$ cat config.mk
export PLATFORM = sky130hd
export DESIGN_NAME = decode_pipe
export DESIGN_NICKNAME = d
export VERILOG_FILES = /design/src/rtl/decode_pipe.sv
export SDC_FILE = /design/constraint.sdc
export NUM_CORES = 1
export LEC_CHECK = 0
export ABC_AREA = 0
export BUFFER_PORTS_ARGS = -buffer_cell sky130_fd_sc_hd__buf_2
export CORE_ASPECT_RATIO = 1.25
export CORE_MARGIN = 2
export CORE_UTILIZATION = 51
export DETAILED_ROUTE_END_ITERATION = 10
export GPL_TIMING_DRIVEN = 0
export MAX_ROUTING_LAYER = met4
export PLACE_DENSITY = 0.76
export SETUP_SLACK_MARGIN = 0.1
export SYNTH_ARGS = -nofsm -noshare
export SYNTH_HDL_FRONTEND = slang
export SYNTH_SLANG_ARGS = --single-unit
$ cat constraint.sdc
create_clock -name clk -period 2.1 [get_ports clk]
set_input_delay 0.42 -clock clk [delete_from_list [all_inputs] [get_ports clk]]
set_output_delay 0.42 -clock clk [all_outputs]
set_load 0.01 [all_outputs]
$ cat src/rtl/decode_pipe.sv
// decode_pipe: registered MIPS main decoder behind a two-entry skid buffer with flush and an illegal-opcode counter.
module decode_pipe #(
  parameter int PC_W   = 32,
  parameter bit EXT_EN = 1'b1,
  parameter int CNT_W  = 8
) (
  input  logic             clk,
  input  logic             rst,
  input  logic             flush,
  input  logic             in_valid,
  output logic             in_ready,
  input  logic [5:0]       in_op,
  input  logic [PC_W-1:0]  in_pc,
  output logic             out_valid,
  input  logic             out_ready,
  output logic [PC_W-1:0]  out_pc,
  output logic             regwrite,
  output logic             regdst,
  output logic             alusrc,
  output logic             branch,
  output logic             memwrite,
  output logic             memtoreg,
  output logic             jump,
  output logic             bne,
  output logic             link,
  output logic             membyte,
  output logic             illegal,
  output logic [3:0]       aluop,
  output logic [CNT_W-1:0] illegal_cnt
);
  // bundle layout: {regwrite,regdst,alusrc,branch,memwrite,memtoreg,jump, aluop, bne,link,membyte,illegal}
  logic [14:0] dec, main_b, skid_b;
  logic [PC_W-1:0] main_pc, skid_pc;
  logic main_v, skid_v, take, load_main;
  logic [CNT_W-1:0] cnt;
  always_comb begin
    dec = {7'b0000000, 4'b1111, 4'b0001};
    case (in_op)
      6'b000000: dec = {7'b1100000, 4'b1000, 4'b0000};
      6'b100011: dec = {7'b1010010, 4'b0100, 4'b0000};
      6'b101011: dec = {7'b0010100, 4'b0100, 4'b0000};
      6'b000100: dec = {7'b0001000, 4'b1011, 4'b0000};
      6'b001000: dec = {7'b1010000, 4'b0100, 4'b0000};
      6'b001001: dec = {7'b1010000, 4'b0101, 4'b0000};
      6'b001010: dec = {7'b1010000, 4'b0110, 4'b0000};
      6'b001011: dec = {7'b1010000, 4'b0111, 4'b0000};
      6'b001100: dec = {7'b1010000, 4'b0000, 4'b0000};
      6'b001110: dec = {7'b1010000, 4'b0001, 4'b0000};
      6'b001111: dec = {7'b1010000, 4'b0010, 4'b0000};
      6'b001101: dec = {7'b1010000, 4'b0011, 4'b0000};
      6'b000010: dec = {7'b0000001, 4'b0100, 4'b0000};
      6'b000101: if (EXT_EN) dec = {7'b0001000, 4'b1011, 4'b1000};
      6'b000011: if (EXT_EN) dec = {7'b1000001, 4'b0100, 4'b0100};
      6'b100000: if (EXT_EN) dec = {7'b1010010, 4'b0100, 4'b0010};
      6'b101000: if (EXT_EN) dec = {7'b0010100, 4'b0100, 4'b0010};
      default: ;
    endcase
  end
  assign take      = in_valid & ~skid_v;
  assign load_main = ~main_v | out_ready;
  // skid is only ever valid while main is valid, so main always refills from skid first
  always_ff @(posedge clk) begin
    if (rst) begin
      main_v  <= 1'b0;
      skid_v  <= 1'b0;
      main_b  <= '0;
      skid_b  <= '0;
      main_pc <= '0;
      skid_pc <= '0;
      cnt     <= '0;
    end else if (flush) begin
      main_v <= 1'b0;
      skid_v <= 1'b0;
    end else begin
      if (load_main) begin
        main_v <= skid_v | take;
        skid_v <= 1'b0;
        if (skid_v) begin
          main_b  <= skid_b;
          main_pc <= skid_pc;
        end else if (take) begin
          main_b  <= dec;
          main_pc <= in_pc;
        end
      end else if (take) begin
        skid_v  <= 1'b1;
        skid_b  <= dec;
        skid_pc <= in_pc;
      end
      if (take & dec[0] & ~&cnt) cnt <= cnt + CNT_W'(1);
    end
  end
  assign {regwrite, regdst, alusrc, branch, memwrite, memtoreg, jump, aluop, bne, link, membyte, illegal} = main_b;
  assign out_valid   = main_v;
  assign out_pc      = main_pc;
  assign in_ready    = ~skid_v;
  assign illegal_cnt = cnt;
endmodule

After elaboration in Yosys (flattened, before gate mapping)
Cells that the tools add are included.

Register bits: 104. Bits of input ports: 43.

Add/subtract/negate cells: 1. Equality and inequality tests: 16. Muxes and demuxes: 5. Bitwise logic cells: 9. Reductions and logical operators: 9.

Operator list (count): $pmux 15 s17 (1); $mux 32 (2); $eq 6x4->1 const B (8); $mux 15 (2); $eq 6x6->1 const B (4); $eq 6x2->1 const B (2); $eq 6x3->1 const B (2); $add 8x1->8 const B (1); $reduce_and 8->1 (1); $logic_not 6->1 (1); $reduce_and 3->1 (2); $not 1->1 (4); $and 1x1->1 (3); $reduce_or 3->1 (1); $or 1x1->1 (2); $reduce_and 2->1 (1); $reduce_bool 2->1 (1); $reduce_or 2->1 (1); $logic_not 1->1 (1).

Depth between registers and ports, before layout
Gate-level depths: netlist (run 1).

Depth after elaboration: 5. Mapped depth: 7. Mapped depth without buffers: 5.

Worst setup path after synthesis (run 1)
No wires, ideal clock.

Kind: input to register. Start point: input in_op[2]. End point: register cnt[2] (netlist: illegal_cnt[2]). Setup time: 0.101 ns. Arrival time: 1.568 ns. Data required time: 1.999 ns. Setup slack: 0.431 ns. Cell stages on the path: 7. Path buffers: 2. Cell sequence: buf_4 nor2b_1 o21ai_0 a41oi_2 buf_6 o311ai_0 o41ai_1.

Cells in the longest elaborated chain, start to end: 5.

RTL lines: start, declared (line 12) `input logic [5:0] in_op,`; $eq 6x6->1, or another cell as far along (line 38) `case (in_op)`; $pmux 15 s17 * (line 38); $and 1x1->1 * (2 in a row) (line 90) `if (take & dec[0] & ~&cnt) cnt <= cnt + CNT_W'(1);`; $reduce_and 2->1 (no line) *; end signal, assigned (line 90); end, declared (line 35) `logic [CNT_W-1:0] cnt;`.

Mark *: on every way between the ends. The rest lies on a longest branch, timed or not. A chain may end at the register's enable or synchronous reset.

Worst setup path after layout (run 1)
Start point: register skid_v. End point: output in_ready.

Cells in the longest elaborated chain, start to end: 1.

RTL lines: start, declared (line 34) `logic main_v, skid_v, take, load_main;`; start signal, assigned (line 65) `skid_v <= 1'b0;`; start signal, assigned (line 73) `skid_v <= 1'b0;`; start signal, assigned (line 77) `skid_v <= 1'b0;`; $not 1->1 (line 96) `assign in_ready = ~skid_v;`; end, declared (line 11) `output logic in_ready,`.

Every way passes these cells.

==> flow_summary.yaml, run 1 <==
status:
  status: "completed"
floorplanning:
  die-area_mm2: 0.009520
  core_area_mm2: 0.008606
  pin_count: 100
  start_util_pct: 51.86
  die_h_um: 108.6
  row_count: 38
  die_w_um: 87.67
clocking:
  cts.htree.levels: 3
  clkLatencyLatePin_ps: 380
  clk_pin_slew_ps: 100
  post_cts_resized: 0
  cts_tree: "built"
  cts_setup_buffers: 0
  cts_buffer_depth: 2
  cts_root_buf: "clkbuf_8"
  ctsHoldBuffers: 0
  clkSinkCount: 104
  cts_inserted_buffers: 9
sta:
  clock.fmax_mhz: 545.9
  final_hold_viol_count: 0
  final_max_slew_viol_count: 0
  hold_slack_ps: 277.4
  setup_viol: 0
  rsz0062_at_grt: "false"
  skew_ps: 10.42
  period_share_pct: 87.23
  relSlewSlack_pct: 47.40
  layout_min_cycle_time_ps: 1832
  final.setup.tns_ps: 0
  tightest_slew_ps: 789.1
logic_synthesis:
  yosys.area_share.simple_pct: 20.61
  synth_top_area_share_pct: 46.65
  synthTopCellsByArea: "dfxtp_1 47%, mux2i_1 7.8%, nand2_1 7.4%"
  synth.most_common_cell: "dfxtp_1"
  syn-num-nets: 575
  yosys-top-cells-count: "104 x dfxtp_1, 88 x nand2_1, 59 x nor2_1"
  synth_fa_ha_area_share_pct: 0.2803
  synth_compound_area_share_pct: 18.98
  ys_seq_elements: 104
  synth.mux.area_fraction_pct: 7.850
  syn_inst: 531
  synth_xor_area_share_pct: 0.1962
  ys_seq_area_share_pct: 46.65
  yosysUniqueCellTypes: 46
  synth-edff-count: 0
  yosys_warnings: 0
  async_flop_share_pct: 0
  avgSynthCellArea_um2: 8.405
  yosysTopAreaCell: "dfxtp_1"
  synth_top_family_by_area: "simple AND/OR/NAND/NOR gates"
  synth_ff_type: "dfxtp_1"
  syn-cell-area_mm2: 0.004463
global_route:
  overflow: 0
  antenna_found_initial: 0
  grt_usage_pct: 25.92
  grt_pass1_vias: 3900
  grt_pass1_wl_um: 18710
  grt_max_degree: 18
placement:
  routabilityCongestion: 0.8892
  hpwlAfterDp_um: 8431
  port_buffers: 98
power_and_ir_drop:
  p_seq_share_pct: 56.2
  internal_power_mw: 2.686
  p_clk_share_pct: 31.5
  power_frac_comb_pct: 12.3
  peakVddDrop_uv: 552.8
  power_density_mw_per_mm2: 700.9
  p_switching_mw: 1.018
  p_leak_nw: 1.980
  swShare_pct: 27.47
cells_and_area:
  syn_to_final_growth_pct: 18.39
  fin_util_pct: 61.40
  nets: 684
  nFillCells: 786
  num_antenna_cells: 0
  drive_gt1_share_pct: 21.24
critical_path:
  startpoint_type: "register"
  crit_chain: "buf_6 -> clkinv_1 -> buf_2"
  arrival_ps: 1410
  worst_ep_required_time_ps: 1680
  slowest_delay_ps: 350
  cp_max_fo: 10
  criticalPathCategory: "register to output pin"
  end_kind: "output pin"
  critPathBufInv: 3
  slowest_stage: "dfxtp_1"
  crit_family: "buffers and inverters"
drt:
  wl_um: 11730
  firstDrtPassIters: 4
  vias: 4195
  ant_nets: 0
  via_per_inst: 5.484
  drt_iter0_drc: 367
  wl_per_cell_um: 15.33
  drc: 0
hold_path:
  hold_path_class: "input port to register"
run:
  drv_cap: 0
-- per-stage QoR --
step | power [mW] | cells | area [µm²] | setup WS [ps]
floorplan | 2.388 | 531 | 4463 | 430.8
global placement | 2.568 | 749 | 5104 | -61.34
detailed placement | 2.579 | 749 | 5104 | -65.92
CTS | 3.715 | 765 | 5284 | 251.0
global route | 3.868 | 765 | 5284 | 108.0
finish | 3.704 | 765 | 5284 | 268.1
-- power groups by stage --
| stage | Combinational (mW) | Sequential [mW] | Clock (mW) |
|---|---|---|---|
| floorplan | 0.236 | 2.15 | 0 |
| global placement | 0.445 | 2.12 | 0 |
| detailed placement | 0.453 | 2.13 | 0 |
| CTS | 0.455 | 2.08 | 1.18 |
| global route | 0.506 | 2.09 | 1.27 |
| finish | 0.454 | 2.08 | 1.17 |
-- cell usage in the layout, fill, tap and decap left out, types with 2 or more instances in the layout --
cell        count
nor3_1         13
buf_6           3
a211o_1         3
o211ai_1        3
nor2b_1         4
nor4_1          4
nand3_1         9
mux2i_1        35
a21oi_1        56
clkbuf_1       25
clkinvlp_4      2
o21ai_0        10
o41ai_1         2
o31ai_1         5
buf_1           4
nand2b_1        5
or2_2           2
clkinv_2        2
a31oi_1         2
and2_1          2
nand2_1        88
nand4_1         4
buf_4           3
clkbuf_8       10
or4_1           4
and3_1          3
or3_1           4
buf_2         109
inv_1           5
nor2_1         59
dfxtp_1       104
a211oi_1       42
-- cell type report --
class                   instances  area [µm²]  area share [%]
multi-input cells             375        2138           40.47
flip-flops and latches        104        2082           39.40
repair buffers                 98       490.5           9.282
well taps                     120       150.1           2.842
clock inverters                 6       42.54          0.8051
clock buffers                  10       137.6           2.605
inverters                       6       22.52          0.4262
plain buffers                  46       220.2           4.168
-- flip-flops by register name, indices dropped and copies added, names as in the netlist --
| name | cells |
|---|---|
| illegal_cnt | 8 |
| main_b | 15 |
| out_pc | 32 |
| out_valid | 1 |
| skid_b | 15 |
| skid_pc | 32 |
| skid_v | 1 |
-- worst paths after layout --
kind	startpoint	endpoint	slack [ps]	cells after the start
setup / recovery	skid_v	in_ready	270	3
hold / removal	in_pc[21]	skid_pc[21]	280	3
setup reg to reg	skid_v	out_pc[1]	280	6
hold reg to reg	skid_pc[9]	skid_pc[9]	460	2
-- layer usage --
| layer | share of wire, % | wire length [µm] | GRT usage (%) | vias to the layer above |
|---|---|---|---|---|
| met5 | 0 | 0 | - | - |
| met4 | 1.1 | 133 | 7.363 | 0 |
| met3 | 5.5 | 640 | 4.580 | 11 |
| met2 | 51 | 5958 | 44.59 | 140 |
| met1 | 43 | 4999 | 30.87 | 1970 |
| li1 | - | - | - | 2074 |
-- cells by family (layout without fill, tap and decap cells) --
kind of cell	count (synthesis)	after routing
XOR/XNOR	1	1
adder cells (fa/ha/maj)	1	1
buffers and inverters	52	166
AND/OR/NAND/NOR	206	206
AO/OA/AOI/OAI	132	132
flip-flops	104	104
multiplexers	35	35
-- worst min-delay path, cell delays in order --
cell,delay [ps]
buf_2,100
nand2_1,50
a21oi_1,50
Power figures use the tool's default switching activity.
==> inputs of run 2 (changes only) <==
Settings changed: CELL_PAD_IN_SITES_DETAIL_PLACEMENT set to 0, CELL_PAD_IN_SITES_GLOBAL_PLACEMENT set to 2, CORE_UTILIZATION 51 to 31, PLACE_DENSITY 0.76 to unset, PLACE_DENSITY_LB_ADDON set to 0.1, SKIP_LAST_GASP set to 1.
==> flow_summary.yaml, run 2 (same netlist as run 1, synthesis figures left out) <==
power_and_ir_drop:
  p_switching_mw: 1.082
  power_frac_comb_pct: 11.2
  p_clk_share_pct: 39.1
  swShare_pct: 25.88
  power_density_mw_per_mm2: 765.0
  p_leak_nw: 2.038
  p_seq_share_pct: 49.7
  peakVddDrop_uv: 328.2
  internal_power_mw: 3.100
sta:
  setup_viol: 0
  final_hold_viol_count: 0
  rsz0062_at_grt: "false"
  layout_min_cycle_time_ps: 1818
  tightest_slew_ps: 911.5
  final_max_slew_viol_count: 0
  period_share_pct: 86.56
  skew_ps: 9.009
  clock.fmax_mhz: 550.1
  relSlewSlack_pct: 39.24
  final.setup.worst_slack_ps: 282.3
clocking:
  cts_buffer_depth: 2
  cts_inserted_buffers: 9
  clkLatencyLatePin_ps: 350
  cts_setup_buffers: 0
  clkSinkCount: 104
  cts_tree: "built"
  cts_root_buf: "clkbuf_16"
  clk_pin_slew_ps: 70
  cts.htree.levels: 3
  ctsHoldBuffers: 0
critical_path:
  startpoint_type: "register"
  worst-r2r-setup-slack_ps: 280
  end_kind: "register"
  worst_ep_required_time_ps: 2370
  criticalPathCategory: "register to register"
  arrival_ps: 2080
  cp_max_fo: 10
status:
  status: "completed"
floorplanning:
  pin_count: 100
  die-area_mm2: 0.01538
  die_w_um: 111.3
  core_area_mm2: 0.01422
  die_h_um: 138.2
  start_util_pct: 31.38
  row_count: 49
global_route:
  grt_max_degree: 17
  grt_usage_pct: 18.41
  grt_pass1_wl_um: 21860
  overflow: 0
  antenna_found_initial: 0
  grt_pass1_vias: 4015
drt:
  met1Wirelength_um: 6139
  drt_iter0_drc: 173
  top_layer_used: "met4"
  wl_per_cell_um: 16.60
  firstDrtPassIters: 4
  route.met2.wl_um: 6750
  via_per_inst: 5.027
  ant_nets: 0
  vias: 4132
  met3_length_um: 536
  wl_um: 13640
  drc: 0
cells_and_area:
  fin_area_mm2: 0.005466
  layout_common_cells: "109 x buf_2, 104 x dfxtp_1, 88 x nand2_1, 59 x nor2_1, 56 x a21oi_1"
  final_common_cell: "buf_2"
  syn_to_final_growth_pct: 22.48
  num_antenna_cells: 0
  nets: 683
  drive_gt1_share_pct: 21.58
  fin_util_pct: 38.43
placement:
  port_buffers: 98
  pre_cts_ws_ps: -24.60
  routabilityCongestion: 0.7888
  hpwlAfterDp_um: 9862
  place_area_mm2: 0.005176
hold_path:
  hold_path_class: "input port to register"
run:
  drv_cap: 0
run 2: cell types whose count changed in the layout (fill, tap and decap cells not counted):
| cell | change |
|---|---|
| clkinvlp_4 | -1 |
| nor3_2 | +1 |
| clkbuf_16 | +9 |
| clkbuf_2 | +3 |
| clkbuf_1 | +1 |
| nor3_1 | -1 |
| buf_1 | -3 |
| clkinv_2 | -2 |
| clkbuf_8 | -8 |
run 2: power groups by stage:
stage / logic, mW / clock network, mW / registers, mW
6_report: 0.468 / 1.64 / 2.08
5_1_grt: 0.522 / 1.77 / 2.09
4_1_cts: 0.475 / 1.68 / 2.08
3_5_place_dp: 0.473 / 0 / 2.12
3_3_place_gp: 0.471 / 0 / 2.12
2_1_floorplan: 0.236 / 0 / 2.15
run 2: worst max-delay path: stages (launching register included):
cell	delay, ps
dfxtp_1	310
buf_6	140
nor2_1	250
or3_1	240
clkbuf_1	470
nor3_1	120
nor3_1	210
run 2: metrics by stage:
| stage | power [mW] | setup TNS (ps) | hold slack [ps] | std cells |
|---|---|---|---|---|
| 5_1_grt | 4.380 | 0 | 304.5 | 822 |
| 4_1_cts | 4.238 | 0 | 298.1 | 823 |
| 6_report | 4.182 | 0 | 307.4 | 822 |
| 2_1_floorplan | 2.388 | 0 | 435.7 | 531 |
| 3_3_place_gp | 2.594 | 0 | 440.8 | 807 |
| 3_5_place_dp | 2.598 | -176.8 | 446.5 | 807 |
run 2: final cells by class:
| type | count | area, µm² |
|---|---|---|
| Sequential cell | 104 | 2082 |
| Clock buffer | 13 | 260.3 |
| Inverter | 6 | 22.52 |
| Buffer | 45 | 220.2 |
| Multi-Input combinational cell | 375 | 2143 |
| Clock inverter | 3 | 25.02 |
| Timing Repair Buffer | 98 | 490.5 |
| Tap cell | 178 | 222.7 |
| Fill cell | 1504 | 8757 |
run 2: timing repair:
item                                   CTS  global route
setup endpoints to repair                0            32
endpoints found under the hold margin    0             0
resized for setup                        0             4
run 2: final timing paths:
| path | cells after the start | startpoint | endpoint |
|---|---|---|---|
| max | 6 | skid_v | main_b[7] |
| min | 3 | in_pc[23] | skid_pc[23] |
| max reg2reg | 6 | skid_v | main_b[7] |
| min reg2reg | 2 | skid_pc[4] | skid_pc[4] |
run 2: routing by layer:
layer  GRT usage, %  vias up
met4          6.433        0
met5              -        -
met1          22.65     1959
li1               -     2081
met2          30.49       79
met3          3.200       13
